`src/rtl/lcd_cmd_seq.sv`:
```
// -----------------------------------------------------------------------------
// lcd_cmd_seq
//   Upstream command sequencer for the LCD image controller. Host commands are
//   buffered in a FIFO and handed to the controller one at a time, one per
//   busy-low window of the controller. Once the write command (code 0) has been
//   issued the sequencer stops issuing and waits for the controller's done
//   pulse, after which it parks in a terminal state until reset.
//
// Ports
//   clk        in   1      rising-edge clock
//   reset      in   1      asynchronous reset, active-low
//   in_cmd     in   4      host command code
//   in_valid   in   1      host push request
//   in_ready   out  1      FIFO accepts a push (not full, not finished)
//   busy       in   1      controller busy flag
//   done       in   1      controller finished writing IRAM
//   cmd        out  4      command to the controller (held between strobes)
//   cmd_valid  out  1      one-cycle command strobe
//   fifo_level out  AW+1   entries held in the FIFO
//   issued_cnt out  CW     commands issued since reset, saturating
//   seq_done   out  1      sticky, set once done is seen after the write cmd
// -----------------------------------------------------------------------------
module lcd_cmd_seq #(
    parameter int DEPTH = 16,
    parameter int AW    = 4,
    parameter int CW    = 8
) (
    input  logic          clk,
    input  logic          reset,
    input  logic [3:0]    in_cmd,
    input  logic          in_valid,
    output logic          in_ready,
    input  logic          busy,
    input  logic          done,
    output logic [3:0]    cmd,
    output logic          cmd_valid,
    output logic [AW:0]   fifo_level,
    output logic [CW-1:0] issued_cnt,
    output logic          seq_done
);

    typedef enum logic [2:0] {
        S_IDLE    = 3'd0,
        S_ISSUE   = 3'd1,
        S_WAIT_HI = 3'd2,
        S_WAIT_LO = 3'd3,
        S_DRAIN   = 3'd4,
        S_FIN     = 3'd5
    } state_t;

    localparam logic [AW:0]   LP_LVL_FULL = (AW+1)'(DEPTH);
    localparam logic [AW:0]   LP_LVL_ZERO = (AW+1)'(0);
    localparam logic [AW:0]   LP_LVL_ONE  = (AW+1)'(1);
    localparam logic [AW-1:0] LP_PTR_ONE  = AW'(1);
    localparam logic [CW-1:0] LP_CNT_ONE  = CW'(1);
    localparam logic [CW-1:0] LP_CNT_MAX  = {CW{1'b1}};

    state_t          r_state;
    logic [3:0]      r_mem [DEPTH];
    logic [AW-1:0]   r_wr_ptr;
    logic [AW-1:0]   r_rd_ptr;
    logic [AW:0]     r_level;
    logic [3:0]      r_cmd;
    logic            r_cmd_valid;
    logic [CW-1:0]   r_issued_cnt;
    logic            r_seq_done;

    logic [3:0]      w_head;
    logic            w_empty;
    logic            w_full;
    logic            w_in_ready;
    logic            w_push;
    logic            w_pop_drop;
    logic            w_pop_issue;
    logic            w_pop;

    // Codes 0xC..0xF are not understood by the controller.
    function automatic logic is_illegal(input logic [3:0] code);
        return (code >= 4'hC);
    endfunction

    // FIFO status, push/pop qualification and issue decision.
    always_comb begin
        w_head      = r_mem[r_rd_ptr];
        w_empty     = (r_level == LP_LVL_ZERO);
        w_full      = (r_level == LP_LVL_FULL);
        // Depends on the registered level only, so a pop in the same cycle
        // does not reopen the FIFO until the following cycle.
        w_in_ready  = !w_full && (r_state != S_FIN);
        w_push      = in_valid && w_in_ready;
        w_pop_drop  = 1'b0;
        w_pop_issue = 1'b0;
        if ((r_state == S_IDLE) && !w_empty) begin
            if (is_illegal(w_head)) begin
                w_pop_drop = 1'b1;
            end else if (!busy) begin
                // The head leaves on the edge that enters ISSUE; cmd is
                // captured from it on that same edge.
                w_pop_issue = 1'b1;
            end else begin
                w_pop_issue = 1'b0;
            end
        end else begin
            w_pop_drop  = 1'b0;
            w_pop_issue = 1'b0;
        end
        w_pop = w_pop_drop || w_pop_issue;
    end

    // FIFO storage, pointers and occupancy.
    always_ff @(posedge clk or negedge reset) begin
        if (!reset) begin
            r_wr_ptr <= {AW{1'b0}};
            r_rd_ptr <= {AW{1'b0}};
            r_level  <= LP_LVL_ZERO;
            for (int i = 0; i < DEPTH; i++) begin
                r_mem[i] <= 4'h0;
            end
        end else begin
            if (w_push) begin
                r_mem[r_wr_ptr] <= in_cmd;
                r_wr_ptr        <= r_wr_ptr + LP_PTR_ONE;
            end
            if (w_pop) begin
                r_rd_ptr <= r_rd_ptr + LP_PTR_ONE;
            end
            case ({w_push, w_pop})
                2'b10:   r_level <= r_level + LP_LVL_ONE;
                2'b01:   r_level <= r_level - LP_LVL_ONE;
                default: r_level <= r_level;
            endcase
        end
    end

    // Sequencer FSM with registered command outputs.
    always_ff @(posedge clk or negedge reset) begin
        if (!reset) begin
            r_state      <= S_IDLE;
            r_cmd        <= 4'h0;
            r_cmd_valid  <= 1'b0;
            r_issued_cnt <= {CW{1'b0}};
            r_seq_done   <= 1'b0;
        end else begin
            case (r_state)
                S_IDLE: begin
                    r_cmd_valid <= 1'b0;
                    if (w_pop_issue) begin
                        r_cmd       <= w_head;
                        r_cmd_valid <= 1'b1;
                        if (r_issued_cnt != LP_CNT_MAX) begin
                            r_issued_cnt <= r_issued_cnt + LP_CNT_ONE;
                        end
                        r_state <= S_ISSUE;
                    end
                end
                S_ISSUE: begin
                    r_cmd_valid <= 1'b0;
                    r_state     <= (r_cmd == 4'h0) ? S_DRAIN : S_WAIT_HI;
                end
                S_WAIT_HI: begin
                    r_cmd_valid <= 1'b0;
                    if (busy) begin
                        r_state <= S_WAIT_LO;
                    end
                end
                S_WAIT_LO: begin
                    r_cmd_valid <= 1'b0;
                    if (!busy) begin
                        r_state <= S_IDLE;
                    end
                end
                S_DRAIN: begin
                    r_cmd_valid <= 1'b0;
                    if (done) begin
                        r_seq_done <= 1'b1;
                        r_state    <= S_FIN;
                    end
                end
                S_FIN: begin
                    r_cmd_valid <= 1'b0;
                    r_seq_done  <= 1'b1;
                end
                default: begin
                    r_cmd_valid <= 1'b0;
                    r_state     <= S_IDLE;
                end
            endcase
        end
    end

    assign in_ready   = w_in_ready;
    assign cmd        = r_cmd;
    assign cmd_valid  = r_cmd_valid;
    assign fifo_level = r_level;
    assign issued_cnt = r_issued_cnt;
    assign seq_done   = r_seq_done;

endmodule

```
`config.mk`:
```
export PLATFORM = sky130hd
export DESIGN_NAME = lcd_cmd_seq
export DESIGN_NICKNAME = d
export VERILOG_FILES = /design/src/rtl/lcd_cmd_seq.sv
export SDC_FILE = /design/constraint.sdc
export NUM_CORES = 1
export LEC_CHECK = 0
export BUFFER_PORTS_ARGS = -buffer_cell sky130_fd_sc_hd__buf_4
export CELL_PAD_IN_SITES_DETAIL_PLACEMENT = 1
export CELL_PAD_IN_SITES_GLOBAL_PLACEMENT = 2
export CORE_AREA = 2 2 91 115
export DETAILED_ROUTE_END_ITERATION = 10
export DIE_AREA = 0 0 93 117
export GPL_TIMING_DRIVEN = 0
export PLACE_DENSITY = 0.87
export SLEW_MARGIN = 15
export SYNTH_ARGS = -nofsm -noshare
export SYNTH_HDL_FRONTEND = slang
export SYNTH_SLANG_ARGS = --single-unit
```
`constraint.sdc`:
```
create_clock -name clk -period 9.1 [get_ports clk]
set_input_delay 0.455 -clock clk [delete_from_list [all_inputs] [get_ports clk]]
set_output_delay 0.455 -clock clk [all_outputs]
set_load 0.05 [all_outputs]
```
# == Word-level counts from Yosys, hierarchy flattened ==
# Index checks and enable logic that the tools add are counted.
# classes
add_sub_neg,5
magnitude_cmp,4
n_eq_ne,14
n_mux,22
n_bitwise,3
reduce_logical,16
# op_table
operator,count
$bwmux 64,1
$pmux 3 s6,1
$bmux 4 s4,1
$demux 4 s4,1
$mux 3,5
$mux 4,3
$ge 5x5->1 const B,2
$not 4->5,2
$pmux 5 s2,1
$add 4x1->4 const B,2
$add 8x1->8 const B,1
$mux 1,8
$ne 2x2->1 const B,4
$ne 8x8->1 const B,1
$eq 3x2->1 const B,2
$eq 3x3->1 const B,2
$add 5x1->5 const B,1
$eq 5x5->1 const B,1
$logic_not 5->1,1
$lt 5x1->1 const B,1
$reduce_and 5->1,1
$sub 5x1->5 const B,1
$ge 4x4->1 const B,1
$logic_and 1x1->1,4
13 further kinds,16
# totals
regBits,94
input_bits,9
out_inout_bits,20

# == Longest topological paths before layout ==
# Gate-level depths: netlist (run 1).
# depth
ltp_word,10
ltp_mapped,15
ltp_nobuf,14

# == Least setup slack after synthesis (run 1) ==
# Ideal clock, no wire load.
# synth_path
kind,register to register
startpoint,register r_level[1] (netlist: fifo_level[1])
endpoint,register r_level[4] (netlist: fifo_level[4])
setup_ps,123
t_arrival_ps,3318
required_time_ps,8977
setup_slack_ps,5659
path_stages_with_launch,15
synth_period_minus_slack_ps,3441
path_cell_list,dfrtp_1 > nor4_1 > a32oi_1 > and2_1 > buf_2 > inv_1 > ha_1 > inv_1 > fa_1 > inv_1 > a21o_1 > a21oi_1 > xnor2_1 > nor2_1 > xnor2_1
# synth_between
elab_cells_between_ends,16
cone_classes,2 x add/sub; 3 x eq/ne; 3 x mux; 8 x reduce/logical
# synth_lines
item,line_no,text
start: declaration,62,logic [AW:0] r_level;
start signal: assignment,128,2'b10: r_level <= r_level + LP_LVL_ONE;
start signal: assignment,129,2'b01: r_level <= r_level - LP_LVL_ONE;
start signal: assignment,130,default: r_level <= r_level;
$eq 5x5->1 (*),86,w_full = (r_level == LP_LVL_FULL);
$logic_not 1->1 (*),89,w_in_ready = !w_full && (r_state != S_FIN);
$logic_and 1x1->1 (*),89,
via in_ready,32,"output logic in_ready,"
$logic_and 1x1->1 (*),90,w_push = in_valid && w_in_ready;
$eq 2x1->1 / $eq 2x2->1 (equally long branches),127,"case ({w_push, w_pop})"
$pmux 5 s2 / $reduce_bool 2->1 (equally long branches),--,
# The timed path passes the listed nets; every way through them passes the cells marked *.
# A chain may end at the register's enable or synchronous reset.

# == Final worst setup path (run 1) ==
# layout_path
startpoint,register r_rd_ptr[1]
endpoint,register r_level[4] (netlist: fifo_level[4])
# layout_between
elab_chain_cells,10
elab_cells_between_ends,14
cone_classes,1 x order compare; 2 x eq/ne; 8 x mux; 1 x bitwise; 2 x reduce/logical
# layout_lines
item,line_no,text
start: declaration,61,logic [AW-1:0] r_rd_ptr;
start signal: assignment,114,r_rd_ptr <= {AW{1'b0}};
start signal: assignment,125,r_rd_ptr <= r_rd_ptr + LP_PTR_ONE;
$not 4->5 (implied by the code) (*),84,w_head = r_mem[r_rd_ptr];
$bmux 4 s4 (*),84,
$mux 4 (implied by the code) (*) (2 in a row),84,
$ge 4x4->1 (*),79,return (code >= 4'hC);
$mux 1,94,if (is_illegal(w_head)) begin
$mux 1,93,if ((r_state == S_IDLE) && !w_empty) begin
$logic_or 1x1->1 (*),107,w_pop = w_pop_drop || w_pop_issue;
$eq 2x1->1 / $eq 2x2->1 (equally long branches),127,
$pmux 5 s2 / $reduce_bool 2->1 (equally long branches),--,
# Every way passes the cells marked *; elsewhere a longest branch is shown, timed or not. The select of a mux whose other input is x is not followed.

==> results of run 1 <==
per-stage QoR:
step	setup WS, ps	util [%]	cells	area (µm²)	power (mW)
after floorplan	5660	-	325	4530	1.44
after global placement	5670	49.8	482	4900	1.65
after detailed placement	5590	49.8	482	4900	1.70
after CTS	5550	52.7	498	5190	2.07
after global routing	5330	52.7	498	5190	2.17
final	5570	52.7	498	5190	2.04
power by group:
group	switching, mW	leakage [nW]	internal [mW]
Sequential	0.123	1.16	0.617
Clock	0.159	0.143	0.201
Combinational	0.502	1.02	0.438
worst max-delay path, cell delays in order (launching register included):
cell      delay, ps
dfrtp_1         360
clkbuf_1        550
mux4_2          430
a22oi_1         280
nand3_2         180
nand2_4         160
a21oi_2         100
ha_1            240
inv_1           110
fa_1            220
inv_1            60
a21o_1          180
a21oi_1         210
xnor2_1         140
nor2_1           60
xnor2_1         130
cell usage after synthesis, types with 2 or more instances:
| cell | number | area share [%] |
|---|---|---|
| a211oi_1 | 2 | 0.33 |
| mux2_2 | 64 | 16 |
| nand2b_1 | 3 | 0.41 |
| ha_1 | 10 | 2.8 |
| and3_1 | 3 | 0.41 |
| a21oi_1 | 4 | 0.44 |
| nor2_1 | 22 | 1.8 |
| xor2_1 | 6 | 1.2 |
| nand3_1 | 8 | 0.88 |
| nor3_2 | 5 | 1.1 |
| clkbuf_1 | 11 | 0.91 |
| mux4_1 | 11 | 6.4 |
| a21o_1 | 2 | 0.33 |
| and2_1 | 2 | 0.28 |
| dfrtp_1 | 94 | 52 |
| xnor2_1 | 11 | 2.1 |
| mux4_2 | 7 | 3.5 |
| inv_1 | 11 | 0.91 |
| buf_6 | 2 | 0.50 |
| o21ai_0 | 6 | 0.66 |
| nor2b_1 | 2 | 0.28 |
| mux2_4 | 3 | 0.99 |
| nand2_1 | 13 | 1.1 |
| nand4_1 | 3 | 0.41 |
worst max path at each step:
stage / slack (ps) / from / endpoint
6_report: 5570 / r_rd_ptr[1] / fifo_level[4]
3_5_place_dp: 5590 / r_rd_ptr[1] / fifo_level[4]
5_1_grt: 5330 / r_rd_ptr[1] / fifo_level[4]
3_3_place_gp: 5670 / r_rd_ptr[1] / fifo_level[4]
4_1_cts: 5550 / r_rd_ptr[1] / fifo_level[4]
2_1_floorplan: 5660 / fifo_level[1] / fifo_level[4]
logic make-up after synthesis:
kind of cell	synth area share (%)
AOI/OAI and AO/OA	3.73
adders and majority gates	3.20
xor gates and xnor gates	3.29
and+or+nand+nor	8.45
muxes	27.0
buffers and inverters	2.43
DFF	51.9
registers in the layout, indices dropped and copies added, names as in the netlist:
| signal | count |
|---|---|
| r_mem | 64 |
| issued_cnt | 8 |
| fifo_level | 5 |
| cmd | 4 |
| r_rd_ptr | 4 |
| r_wr_ptr | 4 |
| r_state | 3 |
| cmd_valid | 1 |
| seq_done | 1 |
layer usage:
metal | up-vias | track usage [%]
li1 | 1250 | -
met1 | 1427 | 23.2
met2 | 43 | 34.8
met3 | 16 | 3.14
met4 | 0 | 9.80
met5 | - | 0
final cells by class:
type | instances | area [µm²] | share of cell area (%)
Buffer | 14 | 68.8 | 1.32
Timing Repair Buffer | 28 | 214 | 4.12
Clock inverter | 4 | 31.3 | 0.602
Inverter | 11 | 41.3 | 0.795
Clock buffer | 12 | 256 | 4.94
Tap cell | 129 | 161 | 3.11
Multi-Input combinational cell | 206 | 2070 | 39.8
Sequential cell | 94 | 2350 | 45.3
==> impl_metrics.json, run 1 <==
{
  "clock_latency_ps": 350,
  "synth.distinct_cells": 44,
  "crit_fanout": 9,
  "worst_ep_arrival_time_ps": 3770,
  "met3WireLength_um": 275,
  "synth_async_sr_flop_share_pct": 100,
  "post_cts_buffers": 0,
  "synth_edf_count": 0,
  "grt_max_degree": 95,
  "die_area_mm2": 0.0109,
  "avgSynthCellArea_um2": 13.9,
  "cts_resized": 0,
  "period_share_pct": 38.8,
  "path_class": "register to register",
  "cts_buffer_depth": 2,
  "worstMarginPinSlew_ps": 858,
  "maxSlewHeadroom_pct": 42.8,
  "grt_overflow": 0,
  "grt_usage_pct": 19.6,
  "core-area_mm2": 0.00985,
  "critPathCaptureType": "register",
  "via_per_inst": 5.49,
  "drv_cap": 0,
  "fp.dieH_um": 117,
  "status": "finished, final reports clean",
  "root_buffer": "clkbuf_16",
  "drcViolationCount": 0,
  "finalWeightedCongestion": 0.754,
  "first_iter_violations": 95,
  "num_antenna_cells": 0,
  "ys.flop_type": "dfrtp_1",
  "clk_pin_slew_ps": 60,
  "htreeDepth": 3,
  "synth.cell_area_mm2": 0.00453,
  "drive_above_1_share_pct": 36.3,
  "wl_um": 9580,
  "fin_skew_ps": 3.57,
  "die_x_um": 93,
  "fp-row-count": 41,
  "wl_met2_um": 5070,
  "final_nets": 384,
  "yosys_warnings": 0,
  "period_needed_ps": 3530,
  "synth_fp_nets": 345,
  "routedWlPerCell_um": 19.2,
  "startpoint_type": "register",
  "io_pins": 29,
  "holdWs_ps": 176,
  "reg2reg_from": "r_rd_ptr[1]",
  "synth_seq_cells": 94,
  "rr_worst_depth": 15,
  "io_buffers": 28,
  "slew_viol_final": 0,
  "dp.final_hpwl_um": 6760,
  "mostFrequentLayoutCells": "94 x dfrtp_1, 64 x mux2_2, 27 x buf_4",
  "setup-tns-final_ps": 0,
  "drt-met1-wl_um": 3990,
  "dr.pass1.iters": 4,
  "worst_ir_drop_vdd_uv": 174,
  "hold_path.class": "primary input to async pin",
  "syn_inst": 325,
  "antenna_found_initial": 0,
  "rsz0062_at_grt": "no",
  "cts-hold-fix-buffers": 0,
  "cts_tree": "built",
  "area_growth_pct": 14.6,
  "top_layer": "met4",
  "cp.required_ps": 9340,
  "rrSetupSlack_ps": 5570,
  "finalSetupViolations": 0,
  "antenna_left": 0,
  "cts_sinks": 94,
  "vias": 2736,
  "layout_commonest_cell": "dfrtp_1",
  "grt_pass1_wl_um": 15900,
  "hold_viol": 0,
  "start_util_pct": 46.0,
  "synth_seq_area_share_pct": 51.9,
  "timing.fmax_mhz": 283,
  "r2r-end": "fifo_level[4]",
  "cts_buffers": 9,
  "leakagePower_nw": 2.33,
  "fill_cells": 1005,
  "grt_pass1_vias": 3032,
  "cellPowerDensity_mw_per_mm2": 393
}
No activity file was read; power rests on OpenSTA's default activity.
==> inputs of run 2 (changes only) <==
- CORE_AREA: 2 2 91 115 -> 2 2 100 126
- DIE_AREA: 0 0 93 117 -> 0 0 102 128
- PLACE_DENSITY: 0.87 -> 0.77
- clock period: 9.1 -> 3.1 ns (I/O delays scaled with it)
==> run 2 against run 1 <==
  * Design area up 3.9%
  * Count of clock-buffer cells in the layout unchanged
  * Via count up 2.0%
  * Clock power rose to 3.2 times the previous value
  * Worst setup slack worse by 5400 ps
  * Maximum frequency up 20%
  * Hold slack worse by 82 ps
  * Highest routed layer unchanged
==> impl_metrics.json, run 2 (synthesis gave the netlist of run 1 again) <==
{
  "dp.final_hpwl_um": 6740,
  "path_class": "register to register",
  "leakagePower_nw": 2.37,
  "crit_fanout": 5,
  "antenna_left": 0,
  "slew_viol_final": 0,
  "clock_latency_ps": 350,
  "finalSetupViolations": 0,
  "sw_frac_of_total_pct": 37.8,
  "rsz0062_at_grt": "no",
  "die_x_um": 102,
  "clk_pin_slew_ps": 70,
  "combPwrFrac_pct": 47.5,
  "grt_usage_pct": 16.7,
  "via_per_inst": 5.14,
  "p_int_mw": 3.96,
  "holdWs_ps": 94.7,
  "core-area_mm2": 0.0119,
  "cellPowerDensity_mw_per_mm2": 1180,
  "worst_ep_arrival_time_ps": 3170,
  "final_nets": 394,
  "cts_buffer_depth": 2,
  "finalWeightedCongestion": 0.744,
  "timing.fmax_mhz": 340,
  "drv_cap": 0,
  "cts_sinks": 94,
  "worst_ir_drop_vdd_uv": 363,
  "fp.dieH_um": 128,
  "hold_path.class": "primary input to register",
  "cp.required_ps": 3330,
  "drcViolationCount": 0,
  "fp-row-count": 45,
  "startpoint_type": "register",
  "first_iter_violations": 98,
  "dr.pass1.iters": 4,
  "grt_pass1_wl_um": 16200,
  "critPathCaptureType": "register",
  "hold_viol": 0,
  "cts_buffers": 9,
  "grt_pass1_vias": 2961,
  "p_sw_mw": 2.41,
  "io_buffers": 28,
  "area_growth_pct": 19.2,
  "largest_reg_flops": 64,
  "period_share_pct": 94.8,
  "maxSlewHeadroom_pct": 42.0,
  "largest-register": "r_mem",
  "mostFrequentLayoutCells": "91 x dfrtp_1, 64 x mux2_2, 36 x buf_4",
  "cts_tree": "built",
  "power.share.clock_pct": 17.8,
  "io_pins": 29,
  "antenna_found_initial": 0,
  "vias": 2790,
  "grt_overflow": 0,
  "grt_max_degree": 95,
  "die_area_mm2": 0.0131,
  "fin_skew_ps": 9.49,
  "period_needed_ps": 2940,
  "power_frac_seq_pct": 34.7,
  "start_util_pct": 38.0,
  "drive_above_1_share_pct": 42.5,
  "root_buffer": "clkbuf_16",
  "num_antenna_cells": 0,
  "routedWlPerCell_um": 18.6,
  "wl_um": 10100,
  "layout_commonest_cell": "dfrtp_1",
  "setup-tns-final_ps": 0,
  "worstMarginPinSlew_ps": 870,
  "status": "finished, final reports clean",
  "htreeDepth": 3
}
-- run 2: through the flow --
step	power, mW	area (µm²)	util (%)	cells	setup slack, ps
floorplan	4.23	4540	-	325	10.6
global placement	4.86	4960	41.5	517	-375
detailed placement	4.98	4960	41.5	517	-373
CTS	6.30	5350	44.8	538	4.83
global route	6.79	5400	45.2	543	28.3
finish	6.37	5400	45.2	543	160
-- run 2: final timing paths --
check                      cells after the start  slack (ps)   startpoint             to
setup / recovery                              13         160  r_rd_ptr[0]  fifo_level[4]
hold / removal                                 3          90         done       seq_done
setup reg to reg                              13         160  r_rd_ptr[0]  fifo_level[4]
hold reg to reg                                1         480     seq_done       seq_done
max in group asynchronous                      2        2000        reset    r_rd_ptr[0]
min in group asynchronous                      2         460        reset  fifo_level[2]
-- run 2: metal layers --
layer	vias to the layer above	track usage, %	share of wire (%)
met5	-	0	0
met2	50	28.4	52
met3	12	3.27	2.8
met4	0	5.41	1.5
met1	1465	21.4	43
li1	1263	-	-
-- run 2: worst max-delay path, cell delays in order (launching register included) --
cell and delay, ps:
dfrtp_2 430, buf_8 150, mux4_2 510, a22oi_2 250, nand3_2 140, nand2_4 110
a21oi_4 80, ha_4 180, ha_1 310, a21o_1 190, a21oi_2 140, xnor2_1 120
nor2_1 70, xnor2_1 130
-- run 2: repair_timing --
item	CTS	global route
buffers inserted	4	5
pin swaps	5	4
cloned	1	0
endpoints found under the hold margin	0	58
gates resized for setup	9	9
endpoints found under the setup margin	3	2
hold buffers	0	1
-- run 2: final cells by class --
type,count,area (µm²)
sequential,94,2360
inverter,11,41.3
timing repair buffer,39,324
clock buffer,12,246
clock inverter,4,55.1
fill,1250,6540
buffer,13,70.1
tap,164,205
multi-input combinational,206,2100
-- run 2: power by group through the flow --
stage               Clock (mW)  Sequential (mW)  Combinational, mW
detailed placement           0             2.19               2.79
finish                    1.14             2.21               3.02
global route              1.21             2.29               3.28
global placement             0             2.15               2.71
floorplan                    0             2.42               1.81
CTS                       1.16             2.18               2.95
==> inputs of run 3 (changes only) <==
- ABC_AREA: not set -> 1
- CORE_AREA: 2 2 100 126 -> 2 2 112 141
- DIE_AREA: 0 0 102 128 -> 0 0 114 143
==> run 3 against run 2 <==
  * Count of clock-buffer cells in the layout decreased by 1
  * Final cell count increased by 50%
  * Wire length increased by 30%
  * Sequential share of layout area decreased by 2.1 points
  * Utilization decreased by 7.2 points
  * Clock power increased by 15%
  * Critical path type unchanged
==> impl_metrics.json, run 3 <==
{
  "status": "finished, final reports clean",
  "period_needed_ps": 2820,
  "synth_seq_area_share_pct": 48.8,
  "vias": 4004,
  "synth_fp_nets": 610,
  "hold_viol": 0,
  "hold_path.class": "primary input to register",
  "rsz0062_at_grt": "no",
  "synth_async_sr_flop_share_pct": 100,
  "largest_reg_flops": 64,
  "die_x_um": 114,
  "fin_ws_ps": 280,
  "mostFrequentLayoutCells": "178 x nand2_1, 94 x dfrtp_1, 79 x o21ai_0",
  "leakagePower_nw": 2.75,
  "maxSlewHeadroom_pct": 39.9,
  "max_stage_delay_ps": 390,
  "cellPowerDensity_mw_per_mm2": 1160,
  "critical_path.top_delay_family": "simple AND/OR/NAND/NOR gates",
  "synth_edf_count": 0,
  "synth_area_leaders": "dfrtp_1 49%, nand2_1 14%, o21ai_0 8.2%",
  "wl_um": 13100,
  "crit_chain": "buf_6 -> buf_6 -> o211ai_1 -> nand3_1 -> nand3_1 -> nand2_1 -> nand2_2 -> nand2_4 -> nand2_2 -> inv_2 -> ha_4 -> ha_1 -> a21oi_2 -> nor2_1 -> nor2_1 -> nand2_1 -> nand2_1 -> nor2_1 -> xor2_1",
  "routedWlPerCell_um": 16.1,
  "place_area_mm2": 0.00525,
  "num_antenna_cells": 0,
  "fill_cells": 1797,
  "cts_buffers": 9,
  "synth_seq_cells": 94,
  "antenna_left": 0,
  "fin_skew_ps": 11.8,
  "dp.final_hpwl_um": 9280,
  "grt_max_degree": 95,
  "fin_cells": 816,
  "io_pins": 29,
  "worst_ir_drop_vdd_uv": 475,
  "synth_top_area_share_pct": 48.8,
  "multi_input_area_mm2": 0.00212,
  "worst_ep_arrival_time_ps": 3050,
  "crit_fanout": 10,
  "finalSetupViolations": 0,
  "yosysMostFrequentCell": "nand2_1",
  "start_util_pct": 32.4,
  "area_growth_pct": 17.4,
  "cp.required_ps": 3330,
  "layout_commonest_cell": "nand2_1",
  "synth_commonest_cells": "179 x nand2_1, 94 x dfrtp_1, 79 x o21ai_0",
  "grt_usage_pct": 17.3,
  "drv_cap": 0,
  "grt_pass1_vias": 4287,
  "grt_overflow": 0,
  "worstMarginPinSlew_ps": 901,
  "startpoint": "r_rd_ptr[0]",
  "finalWeightedCongestion": 0.814,
  "slew_viol_final": 0,
  "dr.pass1.iters": 4,
  "io_buffers": 26,
  "clock_latency_ps": 350,
  "reg2reg_from": "r_rd_ptr[0]",
  "drcViolationCount": 0,
  "fp-row-count": 50,
  "critPathBufInv": 3,
  "hp-start": "done",
  "final-seq-area_mm2": 0.00235,
  "drive_above_1_share_pct": 15.1,
  "avgSynthCellArea_um2": 8.17,
  "first_iter_violations": 186,
  "synth.distinct_cells": 34,
  "ys.flop_type": "dfrtp_1",
  "path_class": "register to register",
  "startpoint_type": "register",
  "placed_cells": 798,
  "timing.fmax_mhz": 355,
  "htreeDepth": 3,
  "finish.instance_area_mm2": 0.00566,
  "final_nets": 649,
  "clk_pin_slew_ps": 60,
  "synth.cell_area_mm2": 0.00482,
  "crit_slowest_cell": "dfrtp_1",
  "via_per_inst": 4.91,
  "root_buffer": "clkbuf_16",
  "syn_inst": 590,
  "critPathCaptureType": "register",
  "largest-register": "r_mem",
  "fp.dieH_um": 143,
  "core-area_mm2": 0.0149,
  "cts_tree": "built",
  "antenna_found_initial": 0,
  "post-place-ws_ps": -112,
  "period_share_pct": 91.0,
  "grt_pass1_wl_um": 21900,
  "cts_sinks": 94,
  "die_area_mm2": 0.0163,
  "synth_area_leader_cell": "dfrtp_1",
  "cts_buffer_depth": 2,
  "yosys_warnings": 0
}
## run 3: changes by cell type in the layout (fill, tap and decap cells not counted), sizes merged, moves of 18 or more
cell / previous run / this run
mux2: 68 / 0
mux4: 18 / 0
nand3: 10 / 41
nand2: 14 / 189
o21ai: 6 / 81
inv: 12 / 66
## run 3: worst paths after layout
path                                      end  slack, ps  cells after the start
worst min register to register       r_mem[9]        480                      2
min in group asynchronous           r_mem[21]        460                      2
worst min-delay path                 seq_done         50                      3
worst max register to register  fifo_level[4]        280                     19
worst max-delay path            fifo_level[4]        280                     19
max in group asynchronous              cmd[3]       2010                      2
## run 3: layer usage
layer / up-vias / share of wire, % / GRT usage, %
met5: - / 0 / 0
met1: 1987 / 46 / 21.3
met4: 0 / 1.2 / 5.33
met3: 12 / 2.0 / 2.80
li1: 1975 / - / -
met2: 30 / 51 / 30.8
## run 3: layout make-up
type	instances	share of cell area [%]
Inverter	66	4.46
Clock inverter	5	1.88
Clock buffer	11	4.29
Multi-Input combinational cell	411	37.5
Sequential cell	94	41.5
Buffer	19	2.48
Tap cell	182	4.02
Timing Repair Buffer	28	3.82
## run 3: logic make-up (layout without fill, tap and decap cells)
group	count (synthesis)	after routing	share of synthesized area, %
simple gates	275	275	25.6
xor+xnor	13	13	2.36
flops	94	94	48.8
compound gates	112	112	12.4
fa+ha+maj	11	11	3.01
buf+inv	85	129	7.94
## run 3: timing repair
action	in CTS	in global routing
gates resized for setup	3	11
buffers inserted	0	1
endpoints found under the hold margin	94	0
pin swaps	0	3
hold buffers	1	0
endpoints found under the setup margin	1	1
## run 3: tightest hold or removal path, delay by kind of cell
kind,cells,cell delay [ps]
AOI/OAI and AO/OA,1,70
and+or+nand+nor,1,60
buffers and inverters,1,80
## run 3: stage by stage
step	util, %	hold WS, ps	power [mW]	setup TNS (ps)
3_3_place_gp	35.2	394	5.11	-81.7
6_report	38.0	48.8	6.58	0
2_1_floorplan	-	-141	4.32	0
5_1_grt	38.0	81.9	7.13	0
4_1_cts	37.7	45.6	6.59	0
3_5_place_dp	35.3	326	5.25	-112
## run 3: where the power goes
part / leakage, nW / total (mW) / internal [mW] / switching (mW)
combinational: 1.43 / 3.14 / 1.08 / 2.06
sequential: 1.16 / 2.13 / 1.79 / 0.342
clock: 0.166 / 1.31 / 0.813 / 0.493
